## src/rtl/tamper_monitor.sv

```systemverilog
// Tamper monitor: per-sensor 2-flop sync, debounce, sticky alarm FSM with minimum hold and coded clear.
// Optional active-mesh integrity check is built when TAMPER_MESH_CHECK_EN is defined.
`timescale 1ns/1ps
module tamper_monitor #(
  parameter int          NUM_SENSORS     = 4,
  parameter int          DEBOUNCE_CYCLES = 8,
  parameter int          HOLD_CYCLES     = 16,
  parameter logic [31:0] CLEAR_CODE      = 32'hC1EA_0000
) (
  input  logic                   clk,
  input  logic                   reset,
  input  logic [NUM_SENSORS-1:0] sensor_in,
  input  logic [NUM_SENSORS-1:0] sensor_mask,
  input  logic                   clear_req,
  input  logic [31:0]            clear_code,
  output logic                   tamper_detected,
  output logic [NUM_SENSORS:0]   tamper_cause,
  output logic [7:0]             tamper_count,
  output logic                   clear_reject
`ifdef TAMPER_MESH_CHECK_EN
  ,
  output logic [7:0]             mesh_out,
  input  logic [7:0]             mesh_in
`endif
);

  localparam int NCH = NUM_SENSORS + 1;
  localparam int DW  = (DEBOUNCE_CYCLES > 1) ? $clog2(DEBOUNCE_CYCLES) : 1;
  localparam int HW  = $clog2(HOLD_CYCLES + 1);
  localparam logic [DW-1:0] DB_LAST   = DW'(DEBOUNCE_CYCLES - 1);
  localparam logic [HW-1:0] HOLD_LOAD = HW'(HOLD_CYCLES);

  typedef enum logic {ST_ARMED = 1'b0, ST_ALARM = 1'b1} state_t;

  logic [NUM_SENSORS-1:0] r_s1, r_s2, r_mask_prev;
  logic                   w_mesh_fault;
  logic [NCH-1:0]         w_level, w_mask_chg, w_trip;
  logic                   w_any_trip, w_clear_ok;

  state_t         r_state, w_state_next;
  logic [HW-1:0]  r_hold, w_hold_next;
  logic [NCH-1:0] r_cause, w_cause_next;
  logic [7:0]     r_count, w_count_next;
  logic           r_reject, w_reject_next;
  logic           r_detected;

  always_ff @(posedge clk) begin
    if (reset) begin
      r_s1        <= '0;
      r_s2        <= '0;
      r_mask_prev <= '0;
    end else begin
      r_s1        <= sensor_in;
      r_s2        <= r_s1;
      r_mask_prev <= sensor_mask;
    end
  end

`ifdef TAMPER_MESH_CHECK_EN
  logic [7:0] r_lfsr, r_ref_d1, r_ref_d2, r_mesh_s1, r_mesh_s2;
  logic [1:0] r_warm;

  // Reference is mesh_out delayed to line up with the return path through the sync pair.
  always_ff @(posedge clk) begin
    if (reset) begin
      r_lfsr    <= 8'hA5;
      r_ref_d1  <= '0;
      r_ref_d2  <= '0;
      r_mesh_s1 <= '0;
      r_mesh_s2 <= '0;
      r_warm    <= '0;
    end else begin
      r_lfsr    <= {r_lfsr[6:0], r_lfsr[7] ^ r_lfsr[5] ^ r_lfsr[4] ^ r_lfsr[3]};
      r_ref_d1  <= r_lfsr;
      r_ref_d2  <= r_ref_d1;
      r_mesh_s1 <= mesh_in;
      r_mesh_s2 <= r_mesh_s1;
      if (r_warm != 2'd3) r_warm <= r_warm + 2'd1;
    end
  end

  assign mesh_out     = r_lfsr;
  assign w_mesh_fault = (r_warm == 2'd3) && (r_mesh_s2 != r_ref_d2);
`else
  assign w_mesh_fault = 1'b0;
`endif

  // The mesh channel sits on the top bit and cannot be masked.
  assign w_level    = {w_mesh_fault, r_s2 & ~sensor_mask};
  assign w_mask_chg = {1'b0, sensor_mask ^ r_mask_prev};
  assign w_any_trip = |w_trip;
  assign w_clear_ok = clear_req && (r_state == ST_ALARM) && (clear_code == CLEAR_CODE) &&
                      (r_hold == '0) && (w_level == '0) && !w_any_trip;

  genvar gi;
  generate
    for (gi = 0; gi < NCH; gi++) begin : g_db
      logic [DW-1:0] r_cnt;

      assign w_trip[gi] = w_level[gi] && !w_mask_chg[gi] && (r_cnt == DB_LAST);

      always_ff @(posedge clk) begin
        if (reset || w_clear_ok || w_mask_chg[gi] || !w_level[gi]) begin
          r_cnt <= '0;
        end else if (r_cnt != DB_LAST) begin
          r_cnt <= r_cnt + 1'b1;
        end
      end
    end
  endgenerate

  always_ff @(posedge clk) begin
    if (reset) begin
      r_state    <= ST_ARMED;
      r_hold     <= '0;
      r_cause    <= '0;
      r_count    <= '0;
      r_reject   <= 1'b0;
      r_detected <= 1'b0;
    end else begin
      r_state    <= w_state_next;
      r_hold     <= w_hold_next;
      r_cause    <= w_cause_next;
      r_count    <= w_count_next;
      r_reject   <= w_reject_next;
      r_detected <= (w_state_next == ST_ALARM);
    end
  end

  // A trip outranks a clear in the same cycle; the clear is then refused.
  always_comb begin
    w_state_next  = r_state;
    w_hold_next   = r_hold;
    w_cause_next  = r_cause;
    w_count_next  = r_count;
    w_reject_next = clear_req && !w_clear_ok;
    if (w_clear_ok) begin
      w_state_next = ST_ARMED;
      w_cause_next = '0;
    end else if (w_any_trip) begin
      w_state_next = ST_ALARM;
      w_hold_next  = HOLD_LOAD;
      w_cause_next = r_cause | w_trip;
      if ((r_state == ST_ARMED) && (r_count != 8'hFF)) w_count_next = r_count + 8'd1;
    end else if ((r_state == ST_ALARM) && (r_hold != '0)) begin
      w_hold_next = r_hold - 1'b1;
    end
  end

  assign tamper_detected = r_detected;
  assign tamper_cause    = r_cause;
  assign tamper_count    = r_count;
  assign clear_reject    = r_reject;

endmodule

```

## config.mk

```make
export PLATFORM = sky130hd
export DESIGN_NAME = tamper_monitor
export DESIGN_NICKNAME = d
export VERILOG_FILES = /design/src/rtl/tamper_monitor.sv
export SDC_FILE = /design/constraint.sdc
export NUM_CORES = 1
export LEC_CHECK = 0
export BUFFER_PORTS_ARGS = -buffer_cell sky130_fd_sc_hd__buf_4
export CORE_ASPECT_RATIO = 0.6
export CORE_MARGIN = 1
export CORE_UTILIZATION = 43
export CTS_CLUSTER_DIAMETER = 40
export DETAILED_ROUTE_END_ITERATION = 12
export PLACE_DENSITY = 0.67
export SYNTH_ARGS = -nofsm -noshare
export SYNTH_HDL_FRONTEND = slang
export SYNTH_SLANG_ARGS = --single-unit
```

## constraint.sdc

```tcl
create_clock -name clk -period 3.93 [get_ports clk]
set_clock_uncertainty 0.05 [all_clocks]
set_input_delay 0.5895 -clock clk [delete_from_list [all_inputs] [get_ports clk]]
set_output_delay 0.5895 -clock clk [all_outputs]
set_load 0.1 [all_outputs]
```

# == Word-level counts from Yosys, hierarchy flattened ==
# Cells that the tools add are included.
# totals
ff_bits,44
out_inout_bits,15
elab_cells,79
inputBits,43
# classes
bitwise,6
n_reduce_logical,43
addsub,6
n_mux,2
n_eq_ne,10
# op_table
operator,count
$eq 32x32->1 const B,1
$logic_and 1x1->1,16
$add 3x1->3 const B,4
$eq 3x3->1 const B,4
$ne 3x3->1 const B,4
$logic_not 1->1,10
$logic_not 5->1,2
$mux 5,2
$logic_or 1x1->1,9
$add 8x1->8 const B,1
$ne 8x8->1 const B,1
$or 5x4->5,1
$reduce_bool 5->1,1
$sub 5x1->5 const B,1
$and 4x4->4,1
$not 4->4,1
$reduce_or 4->1,1
$xor 4x4->4,1
$reduce_and 3->1,1
$not 1->1,2
$reduce_and 2->1,1
$reduce_bool 2->1,1
$reduce_or 2->1,1

# == Logic depth before layout (Yosys ltp) ==
# Gate-level depths: netlist (run 1).
# logic_depth
word_depth,10
depth_mapped,7
mapped_depth_nobuf,6

# == Worst setup path after synthesis (run 1) ==
# Ideal clock, no wire load.
# synth_timing
kind,reg-to-reg
startpoint,reg r_count[1] (netlist: tamper_count[1])
endpoint,reg r_count[4] (netlist: tamper_count[4])
path_slack_ps,1572
path_stages_with_launch,6
required_ps,3757
t_arrival_ps,2185
setup_time_ps,123
cell_sequence,dfxtp_1 -> ha_1 -> nand3_1 -> o21ai_1 -> nor3_1 -> mux2_1
# synth_via
elab_chain_cells,3
elab_cells_between_ends,4
# synth_rtl
item,line,text
from (decl),43,"logic [7:0] r_count, w_count_next;"
from (signal assigned),124,r_count <= w_count_next;
"parallel branches: the longest is 3 deep, another holds $add 8x1->8",-,
# Several ways; the timed one is not identified.
# A chain may end at the register's enable or synchronous reset.

# == Worst setup path in the final report (run 1) ==
# layout_timing
startpoint,reg g_db[0].r_cnt[0]
endpoint,reg r_count[4] (netlist: tamper_count[4])
# layout_via
elab_chain_cells,7
# layout_rtl
item,line,text
from (decl),98,logic [DW-1:0] r_cnt;
from (signal assigned),106,r_cnt <= r_cnt + 1'b1;
$eq 3x3->1 *,100,assign w_trip[gi] = w_level[gi] && !w_mask_chg[gi] && (r_cnt == DB_LAST);
$logic_and 1x1->1 *,100,
$reduce_or 4->1 *,91,assign w_any_trip = |w_trip;
$logic_not 1->1,93,(r_hold == '0) && (w_level == '0) && !w_any_trip;
$logic_and 1x1->1,93,
$not 1->1 (no line),-,
$reduce_and 3->1 (no line) *,-,
# Every way passes the cells marked *; elsewhere a longest branch is shown, timed or not.

==> impl_results.md, run 1 <==
* Cell area after layout at 2450 µm²
* Status: completed
* CTS tree: done
* Skew-Pair Late Insertion Delay at 290 ps
* Crit-path leading delay family: compound AO/OA/AOI/OAI gates
* Nature of the critical path endpoint: flop
* Final hold vios at 0
* Number of buffers inserted for hold repair after clock tree synthesis at 0
* Worst hold path depth at 1
* Pwr Density at 317 nW/µm²
* Filler cells at 386
* Pin count of the biggest net entering global routing at 31
* Post-synthesis to final-layout area growth at 27.9%
* Max H-tree Level at 2
* Cells resized by post-CTS repair at 0
* Origin of the worst min-delay path: r_s1[2]
* Unrepaired setup endpoints after global routing: false
* Final WL at around 3.9 mm
* Most repeated library cell on the critical path: sky130_fd_sc_hd__ha_1
* Maximum vdd drop at 217 µV
* Cts bufs inserted at 5
* Die area at 4740 µm²
* Worst reg2reg startpoint: g_db[0].r_cnt[0]
* Max-cap violations at 0
* Number of buffers added for setup after CTS at 0
* Remaining antenna violation count at 0
* Cell area after placement at 2370 µm²
* Die Y at 53.7 µm
* Hold/Removal Path Class: reg -> reg
* Yosys reg bits at 43
* Count of vias placed by the detailed router at about 1,600
* Sinks on Clock Net at 43
* Number of core rows at 18
* CTS root buffer: sky130_fd_sc_hd__clkbuf_8
* FF-to-FF path depth at 6
* Worst-case hold path end point: r_s2[2]
* Share of cells above drive strength 1 at 28.6%
* Post-layout minimum cycle time at ~2500 ps
* Chip width at ~88 µm
* Crit path max-delay cell type: sky130_fd_sc_hd__a2111oi_4
* Achievable clock frequency at 0.396 GHz
* Clock-pin transition on the worst setup and hold timing paths at 80 ps
* Number of nets in the final layout at slightly above 300
* Part of the cycle the worst path needs at 64.3%
* Standard cell core area at roughly 4200 µm²
* Commonest cells after routing, fill and taps aside: sky130_fd_sc_hd__buf_4, sky130_fd_sc_hd__dfxtp_1, sky130_fd_sc_hd__nor2_1
* First-pass GRT wire length at 6.01 mm
* Number of nets produced by synthesis at 250
* Critical path arrival at 2660 ps
* Startpoint type of the worst setup path: flop
* Most frequent standard cell in the layout excluding fill and tap cells: sky130_fd_sc_hd__buf_4
* Pleak at about 1.0 nW
* Slew at the pin closest to its max-slew limit at 920 ps
* Instance count of the mapped netlist at 196
* Critical-path maximum fanout at 18
* Max Root-Sink Buffers at 2
* Area of the mapped netlist at 1920 µm²
* 1st-pass router iterations at 4
* Via density at 5.04
* Number of DRC violations after detailed-routing iteration 0 at 50
* Vias in the first global route at 1,330
* Post-DP HPWL at between 2 and 3 mm
* Terminus of the critical flop-to-flop path: tamper_count[4]
* Proportion of synthesized chip area in sequential cells at 44.9%
* Number of warnings reported in the yosys synthesis log at 0
* Cell breakdown of the critical path: ha_1 > ha_1 > and4bb_4 > a2111oi_4 > nor3_1 > mux2_1
* Number of distinct standard cells referenced by the synthesized netlist at 47
* Data required, critical path at 4060 ps
* Area occupied by registers at 861 µm²
* Aggregate global routing overflow at 0
* Final weighted congestion in routability-driven placement at 0.767
* Number of remaining DRC errors at 0
* Global Route Usage Sum at between 10% and 20%
* Total negative slack at 0 ps
* Critical setup path kind: reg -> reg
* I/O pin total at 58
* Slew Viols, Final at 0
* Register-to-Register Setup Slack at 1400 ps
* Synth Area per Inst at roughly 10 µm²
* Port Buffers at 56
* Average wire per standard cell at 12.6 µm
* Effective utilization at floorplan at ~46%
* Area of the multi-input gates at 983 µm²
* Longest individual stage delay on the worst path at 840 ps
* Number of antenna violations at the first check in global routing at 0
* Number of antenna repair diodes at 0
* Rel. slew slack at 38.7%
* Final setup violation count at 0
* Worst Path Buf+Inv at 0
-- logic make-up after synthesis --
kind of cell	Yosys count	share of synthesized area [%]
xor+xnor	7	3.20
simple gates	84	26.6
flops	43	44.9
compound gates	24	8.88
buf+inv	16	3.79
fa+ha+maj	11	7.18
mux	10	5.29
other cells	1	0.196
-- stage by stage --
| stage | std cells | hold WS, ps | util [%] | setup WS (ps) | total power [mW] |
|---|---|---|---|---|---|
| after floorplan | 196 | 364 | - | 1570 | 0.482 |
| after global placement | 304 | 367 | 56.6 | 1490 | 0.518 |
| after detailed placement | 304 | 374 | 56.6 | 1420 | 0.519 |
| after CTS | 312 | 392 | 58.5 | 1380 | 0.785 |
| after global routing | 312 | 408 | 58.5 | 1250 | 0.813 |
| final | 312 | 390 | 58.5 | 1400 | 0.776 |
-- layout make-up --
cell class	instances	share of cell area (%)
multi-input combinational	137	40.1
sequential	43	35.1
timing repair buffer	56	17.2
clock buffer	7	3.11
tap	60	3.06
inverter	8	1.23
clock inverter	1	0.204
-- cell usage after synthesis, drive strengths merged --
cell type	number	area (µm²)
a2111oi	1	27.5
a21oi	11	55.1
a222oi	1	10.0
a311oi	1	8.76
a41o	1	11.3
and3	2	12.5
and4	1	8.76
and4bb	3	41.3
buf	4	27.5
clkbuf	4	15.0
conb	1	3.75
dfxtp	43	861
ha	11	138
inv	8	30.0
mux2	1	11.3
mux2i	9	90.1
nand2	5	18.8
nand2b	1	8.76
nand3	7	35.0
nand4	1	6.26
nand4b	1	8.76
nand4bb	1	11.3
nor2	29	109
nor2b	11	68.8
nor3	3	15.0
nor3b	3	33.8
nor4	4	31.3
nor4b	1	8.76
nor4bb	1	10.0
o211ai	1	7.51
o21ai	4	20.0
o31ai	4	30.0
or3	2	12.5
or3b	1	8.76
or4	4	30.0
or4b	3	30.0
xnor2	2	17.5
xor2	5	43.8
-- worst max path at each step --
stage / startpoint / end / slack (ps) / cells after the start
after CTS: g_db[0].r_cnt[0] / tamper_count[4] / 1380 / 6
after global routing: g_db[0].r_cnt[0] / tamper_count[4] / 1250 / 6
after detailed placement: g_db[0].r_cnt[0] / tamper_count[4] / 1420 / 6
final: g_db[0].r_cnt[0] / tamper_count[4] / 1400 / 6
after global placement: g_db[0].r_cnt[0] / tamper_count[4] / 1490 / 6
after floorplan: tamper_count[1] / tamper_count[4] / 1570 / 5
-- routing by layer --
metal / track usage [%] / up-vias / share of wire, %
met5: 0 / - / 0
met4: 7.80 / 0 / 1.0
met3: 5.67 / 6 / 9.3
met2: 25.8 / 62 / 41
met1: 23.2 / 699 / 48
li1: - / 807 / -
-- where the power goes --
part	internal (mW)	leakage [nW]	switching [mW]
sequential	0.442	0.349	0.00303
clock	0.125	0.0422	0.143
combinational	0.0360	0.648	0.0265
total	0.603	1.04	0.173
-- registers in the layout, summed over array words and instances, names as in the netlist --
name,flops
clear_reject,1
g_db.r_cnt,12
r_hold,5
r_mask_prev,4
r_s1,4
r_s2,4
tamper_cause,4
tamper_count,8
tamper_detected,1
(Power assumes the default switching activity.)
==> run 2, diff against run 1 <==
- clock period: 3.93 -> 2.4 ns (I/O delays scaled with it)
==> run 2 against run 1 <==
First-iteration DRC count shrank 14%. Worst hold slack lost 160 ps. Worst setup slack got worse by 1200 ps. Fmax up 16%. Sequential share of layout area decreased by 0.20 points. Clock-buffer cell count decreased by 1. Clock power up 67%. Critical path type unchanged. Critical endpoint is now tamper_count[6]. Largest cell class unchanged.
==> impl_results.md, run 2 (synthesis gave the netlist of run 1 again) <==
* Status: completed
* Startpoint type of the worst setup path: flop
* Number of antenna repair diodes at 0 (unchanged)
* Hold Slack at 233 ps (-157 ps)
* Skew-Pair Late Insertion Delay at 290 ps (about the same)
* Switching component of the power at 0.271 mW (+57%)
* Die area at 4740 µm² (unchanged)
* Routed wire length on met2 at 1.63 mm (+0.18%)
* Final Power at 1.28 mW (+65%)
* Hold/Removal Path Class: in -> reg
* Remaining antenna violation count at 0 (unchanged)
* Pleak at 1.05 nW (+0.86%)
* Vias in the first global route at 1,391 (+4.6%)
* Rel. slew slack at 63.7% (+25 points)
* Cts bufs inserted at 5 (unchanged)
* Final WS setup at 226 ps (-1180 ps)
* Average wire per standard cell at 12.5 µm (-0.79%)
* Highest metal layer with signal wires: met4
* Final weighted congestion in routability-driven placement at 0.762 (-0.70%)
* Final setup violation count at 0 (unchanged)
* Die Y at 53.7 µm (unchanged)
* Placed Instances at 305 (+0.33%)
* Post-DP HPWL at 2.93 mm (+3.9%)
* Largest Register: g_db.r_cnt
* Number of remaining DRC errors at 0 (unchanged)
* Chip width at 88.2 µm (unchanged)
* CTS tree: done
* I/O pin total at 58 (unchanged)
* Via density at 5.10 (+1.1%)
* Cell breakdown of the critical path: ha_1 > ha_1 > and4bb_1 > a2111oi_4 > buf_4 > or4_1 > a21oi_1
* Int Pwr at 1.01 mW (+67%)
* Effective utilization at floorplan at 45.8% (unchanged)
* Slew Viols, Final at 0 (unchanged)
* Total negative slack at 0 ps (unchanged)
* Critical-path maximum fanout at 12 (-6)
* Max-cap violations at 0 (unchanged)
* Number of core rows at 18 (unchanged)
* Global Route Usage Sum at 17.0% (-0.34 points)
* Wire length the detailed router placed on met1 at 1.86 mm (-1.7%)
* Longest individual stage delay on the worst path at 500 ps (-340 ps)
* Standard cell core area at 4190 µm² (unchanged)
* Slew at the pin closest to its max-slew limit at 541 ps (-378 ps)
* Pin count of the biggest net entering global routing at 31 (unchanged)
* Max Root-Sink Buffers at 2 (unchanged)
* Critical setup path kind: reg -> reg
* Clock group share of total power at 34.9% (+0.4 points)
* Aggregate global routing overflow at 0 (unchanged)
* First-pass GRT wire length at 5.98 mm (-0.45%)
* Port Buffers at 56 (unchanged)
* Most repeated library cell on the critical path: sky130_fd_sc_hd__ha_1
* Clock-pin transition on the worst setup and hold timing paths at 70 ps (about the same)
* Number of buffers added for setup after CTS at 0 (unchanged)
* Filler cells at 354 (-8.3%)
* Share of total power consumed by net switching at 21.2% (-1.1 points)
* Cell area after placement at 2380 µm² (+0.32%)
* Final WL at 3.90 mm (-0.79%)
* Cell area after layout at 2460 µm² (+0.56%)
* Most frequent standard cell in the layout excluding fill and tap cells: sky130_fd_sc_hd__buf_4
* Achievable clock frequency at 0.460 GHz (+16%)
* Gate power share at 8.1% (about the same)
* Post-synthesis to final-layout area growth at 28.6%
* 1st-pass router iterations at 4 (unchanged)
* Layout Utilization at 58.8% (+0.33 points)
* Number of antenna violations at the first check in global routing at 0 (unchanged)
* CTS root buffer: sky130_fd_sc_hd__clkbuf_8
* Nature of the critical path endpoint: flop
* Maximum vdd drop at 371 µV (+71%)
* Sinks on Clock Net at 43 (unchanged)
* Number of nets in the final layout at 306 (+0.33%)
* Worst slack, placed at 243 ps (-1170 ps)
* Unrepaired setup endpoints after global routing: false
* Critical path arrival at 2340 ps (-320 ps)
* Cells resized by post-CTS repair at 0 (unchanged)
* Max FFs per register at 12 (unchanged)
* Proportion of power drawn by flip-flops and latches at 57.0% (-0.4 points)
* Share of cells above drive strength 1 at 29.4% (+0.79 points)
* Max H-tree Level at 2 (unchanged)
* Post-layout minimum cycle time at 2170 ps (-354 ps)
* Detail Route met3 WL at 397 µm (+8.5%)
* Number of buffers inserted for hold repair after clock tree synthesis at 0 (unchanged)
* Data required, critical path at 2570 ps (-1490 ps)
* Part of the cycle the worst path needs at 90.6% (+26 points)
* Pwr Density at 519 nW/µm² (+64%)
* Final hold vios at 0 (unchanged)
* Count of vias placed by the detailed router at 1,592 (+1.1%)
* Number of DRC violations after detailed-routing iteration 0 at 43 (-14%)
* Crit path max-delay cell type: sky130_fd_sc_hd__or4_1
* Non-filler cells in the finished layout at 312 (unchanged)
* Commonest cells after routing, fill and taps aside: sky130_fd_sc_hd__buf_4, sky130_fd_sc_hd__dfxtp_1, sky130_fd_sc_hd__nor2_1
-- run 2: metal layers --
| metal | global-route usage [%] | up-vias |
|---|---|---|
| met1 | 22.2 | 726 |
| met4 | 5.65 | 0 |
| met2 | 27.1 | 60 |
| met5 | 0 | - |
| met3 | 5.37 | 2 |
| li1 | - | 804 |
-- run 2: worst paths after layout --
| check | start | endpoint | slack (ps) | depth (start not counted) |
|---|---|---|---|---|
| setup / recovery | g_db[2].r_cnt[0] | tamper_count[6] | 230 | 7 |
| hold / removal | sensor_in[3] | r_s1[3] | 230 | 2 |
| setup reg to reg | g_db[2].r_cnt[0] | tamper_count[6] | 230 | 7 |
| hold reg to reg | r_s1[3] | r_s2[3] | 390 | 1 |
-- run 2: power groups by stage --
stage | sequential (mW) | combinational [mW] | clock, mW
floorplan | 0.752 | 0.0375 | 0
global placement | 0.746 | 0.103 | 0
detailed placement | 0.747 | 0.104 | 0
CTS | 0.730 | 0.105 | 0.466
global route | 0.731 | 0.111 | 0.498
finish | 0.730 | 0.103 | 0.447
-- run 2: final cells by class --
type / instances / area, µm² / area share (%)
sequential: 43 / 861 / 34.9
clock buffer: 6 / 82.6 / 3.35
timing repair buffer: 57 / 428 / 17.4
tap: 60 / 75.1 / 3.05
clock inverter: 1 / 5.00 / 0.203
multi-input combinational: 137 / 983 / 39.9
inverter: 8 / 30.0 / 1.22
-- run 2: worst max-delay path, delay by kind of cell (launching register included) --
family / cells / cell delay (ps)
DFF: 1 / 360
AOI/OAI and AO/OA: 2 / 240
and+or+nand+nor: 2 / 810
adders and majority gates: 2 / 430
buffers and inverters: 1 / 210
==> run 3, diff against run 2 <==
- clock period: 2.4 -> 2.3 ns (I/O delays scaled with it)
==> run 3 against run 2 <==
Via count increased by 0.31%. Utilization rose by 0.96 points. Critical path depth did not move. Die area unchanged. Largest power group unchanged. Worst hold slack worse by 28 ps. Largest cell class unchanged. Register-to-register slack lost 60 ps.
==> impl_results.md, run 3 (synthesis gave the netlist of run 1 again) <==
* Number of nets in the final layout at 307 (+0.33%)
* Hold/Removal Path Class: in -> reg
* Rel. slew slack at 63.2% (-0.49 points)
* Number of antenna violations at the first check in global routing at 0 (unchanged)
* Unrepaired setup endpoints after global routing: false
* First-pass GRT wire length at 5.68 mm (-5.1%)
* Part of the cycle the worst path needs at 92.6% (+2.0 points)
* Pwr Density at 587 nW/µm² (+13%)
* Global Route Usage Sum at 16.5% (-0.50 points)
* Sinks on Clock Net at 43 (unchanged)
* Commonest cells after routing, fill and taps aside: sky130_fd_sc_hd__buf_4, sky130_fd_sc_hd__dfxtp_1, sky130_fd_sc_hd__nor2_1
* Data required, critical path at 2480 ps (-90 ps)
* Int Pwr at 1.17 mW (+16%)
* Largest Register: g_db.r_cnt
* Number of buffers inserted for hold repair after clock tree synthesis at 0 (unchanged)
* Standard cell core area at 4190 µm² (unchanged)
* Post-layout minimum cycle time at 2130 ps (-45.0 ps)
* CTS root buffer: sky130_fd_sc_hd__clkbuf_8
* Critical path arrival at 2310 ps (-30 ps)
* Critical setup path kind: reg -> reg
* Number of buffers added for setup after CTS at 0 (unchanged)
* Post-DP HPWL at 2.84 mm (-3.2%)
* Port Buffers at 56 (unchanged)
* Clock group share of total power at 41.0% (+6.1 points)
* Cell area after placement at 2380 µm² (+0.11%)
* Area of the multi-input gates at 983 µm² (unchanged)
* Maximum vdd drop at 403 µV (+8.8%)
* Startpoint type of the worst setup path: flop
* Final hold vios at 0 (unchanged)
* Gate power share at 7.2% (-0.9 points)
* Most repeated library cell on the critical path: sky130_fd_sc_hd__ha_1
* Vias in the first global route at 1,307 (-6.0%)
* Share of cells above drive strength 1 at 30.7% (+1.3 points)
* Max-cap violations at 0 (unchanged)
* Most frequent standard cell in the layout excluding fill and tap cells: sky130_fd_sc_hd__buf_4
* Cell breakdown of the critical path: ha_1 > ha_1 > and4bb_1 > a2111oi_4 > buf_4 > or4_1 > a21oi_1
* Number of core rows at 18 (unchanged)
* Post-synthesis to final-layout area growth at 30.7%
* Cells resized by post-CTS repair at 0 (unchanged)
* Total negative slack at 0 ps (unchanged)
* Crit path max-delay cell type: sky130_fd_sc_hd__or4_1
* Achievable clock frequency at 0.470 GHz (+2.1%)
* Max FFs per register at 12 (unchanged)
* Via density at 5.09 (-0.32%)
* Pleak at 1.07 nW (+1.8%)
* Clock-pin transition on the worst setup and hold timing paths at 80 ps (about the same)
* Final weighted congestion in routability-driven placement at 0.774 (+1.6%)
* Slew Viols, Final at 0 (unchanged)
* Remaining antenna violation count at 0 (unchanged)
* Status: completed
* Pin count of the biggest net entering global routing at 31 (unchanged)
* Nature of the critical path endpoint: flop
* Chip width at 88.2 µm (unchanged)
* I/O pin total at 58 (unchanged)
* Final setup violation count at 0 (unchanged)
* Final WL at 3.79 mm (-2.8%)
* Die area at 4740 µm² (unchanged)
* Average wire per standard cell at 12.1 µm (-3.4%)
* Slew at the pin closest to its max-slew limit at 548 ps (+7.27 ps)
* Max H-tree Level at 2 (unchanged)
* Effective utilization at floorplan at 45.8% (unchanged)
* Proportion of power drawn by flip-flops and latches at 51.7% (-5.3 points)
* Critical-path maximum fanout at 14 (+2)
* Number of antenna repair diodes at 0 (unchanged)
* Cts bufs inserted at 5 (unchanged)
* Number of remaining DRC errors at 0 (unchanged)
* CTS tree: done
* Share of total power consumed by net switching at 20.6% (-0.59 points)
* Switching component of the power at 0.303 mW (+12%)
* Number of DRC violations after detailed-routing iteration 0 at 45 (+4.7%)
* Skew-Pair Late Insertion Delay at 300 ps (about the same)
* Aggregate global routing overflow at 0 (unchanged)
* 1st-pass router iterations at 4 (unchanged)
* Die Y at 53.7 µm (unchanged)
* Longest individual stage delay on the worst path at 510 ps (about the same)
* Count of vias placed by the detailed router at 1,597 (+0.31%)
* Area occupied by registers at 863 µm² (+0.29%)
* Cell area after layout at 2500 µm² (+1.6%)
* Filler cells at 385 (+8.8%)
* Max Root-Sink Buffers at 2 (unchanged)
-- run 3: power by group through the flow --
stage / combinational (mW) / clock [mW] / sequential, mW
floorplan: 0.0392 / 0 / 0.784
global placement: 0.107 / 0 / 0.779
detailed placement: 0.108 / 0 / 0.779
CTS: 0.108 / 0.627 / 0.761
global route: 0.115 / 0.652 / 0.762
finish: 0.107 / 0.604 / 0.761
-- run 3: final timing paths --
check,startpoint,end,slack [ps],cells after the start
setup / recovery,g_db[2].r_cnt[0],tamper_count[6],170,7
hold / removal,sensor_in[1],r_s1[1],200,2
setup reg to reg,g_db[2].r_cnt[0],tamper_count[6],170,7
hold reg to reg,r_s1[2],r_s2[2],390,1
-- run 3: layer usage --
layer | track usage [%] | part of all wire, %
met5 | 0 | 0
met4 | 8.60 | 1.7
met3 | 5.37 | 11
met2 | 24.1 | 39
met1 | 22.0 | 48
-- run 3: per-stage QoR --
stage	setup slack (ps)	std cells	hold WS (ps)	utilization (%)	total power, mW
floorplan	32.1	196	364	-	0.823
global placement	191	305	368	56.8	0.885
detailed placement	158	305	378	56.8	0.886
CTS	138	313	201	59.6	1.50
global route	38.7	314	210	59.8	1.53
finish	171	314	205	59.8	1.47
-- run 3: worst max-delay path: cells and delay by family (launching register included) --
family | cells | cell delay, ps
simple gates | 2 | 820
fa+ha+maj | 2 | 410
flops | 1 | 350
compound gates | 2 | 220
buf+inv | 1 | 200
-- run 3: layout make-up --
cell class	instances	share of cell area, %
Timing Repair Buffer	58	17.4
Multi-Input combinational cell	137	39.3
Inverter	8	1.20
Tap cell	60	3.00
Clock inverter	2	1.40
Sequential cell	43	34.5
Clock buffer	6	3.30
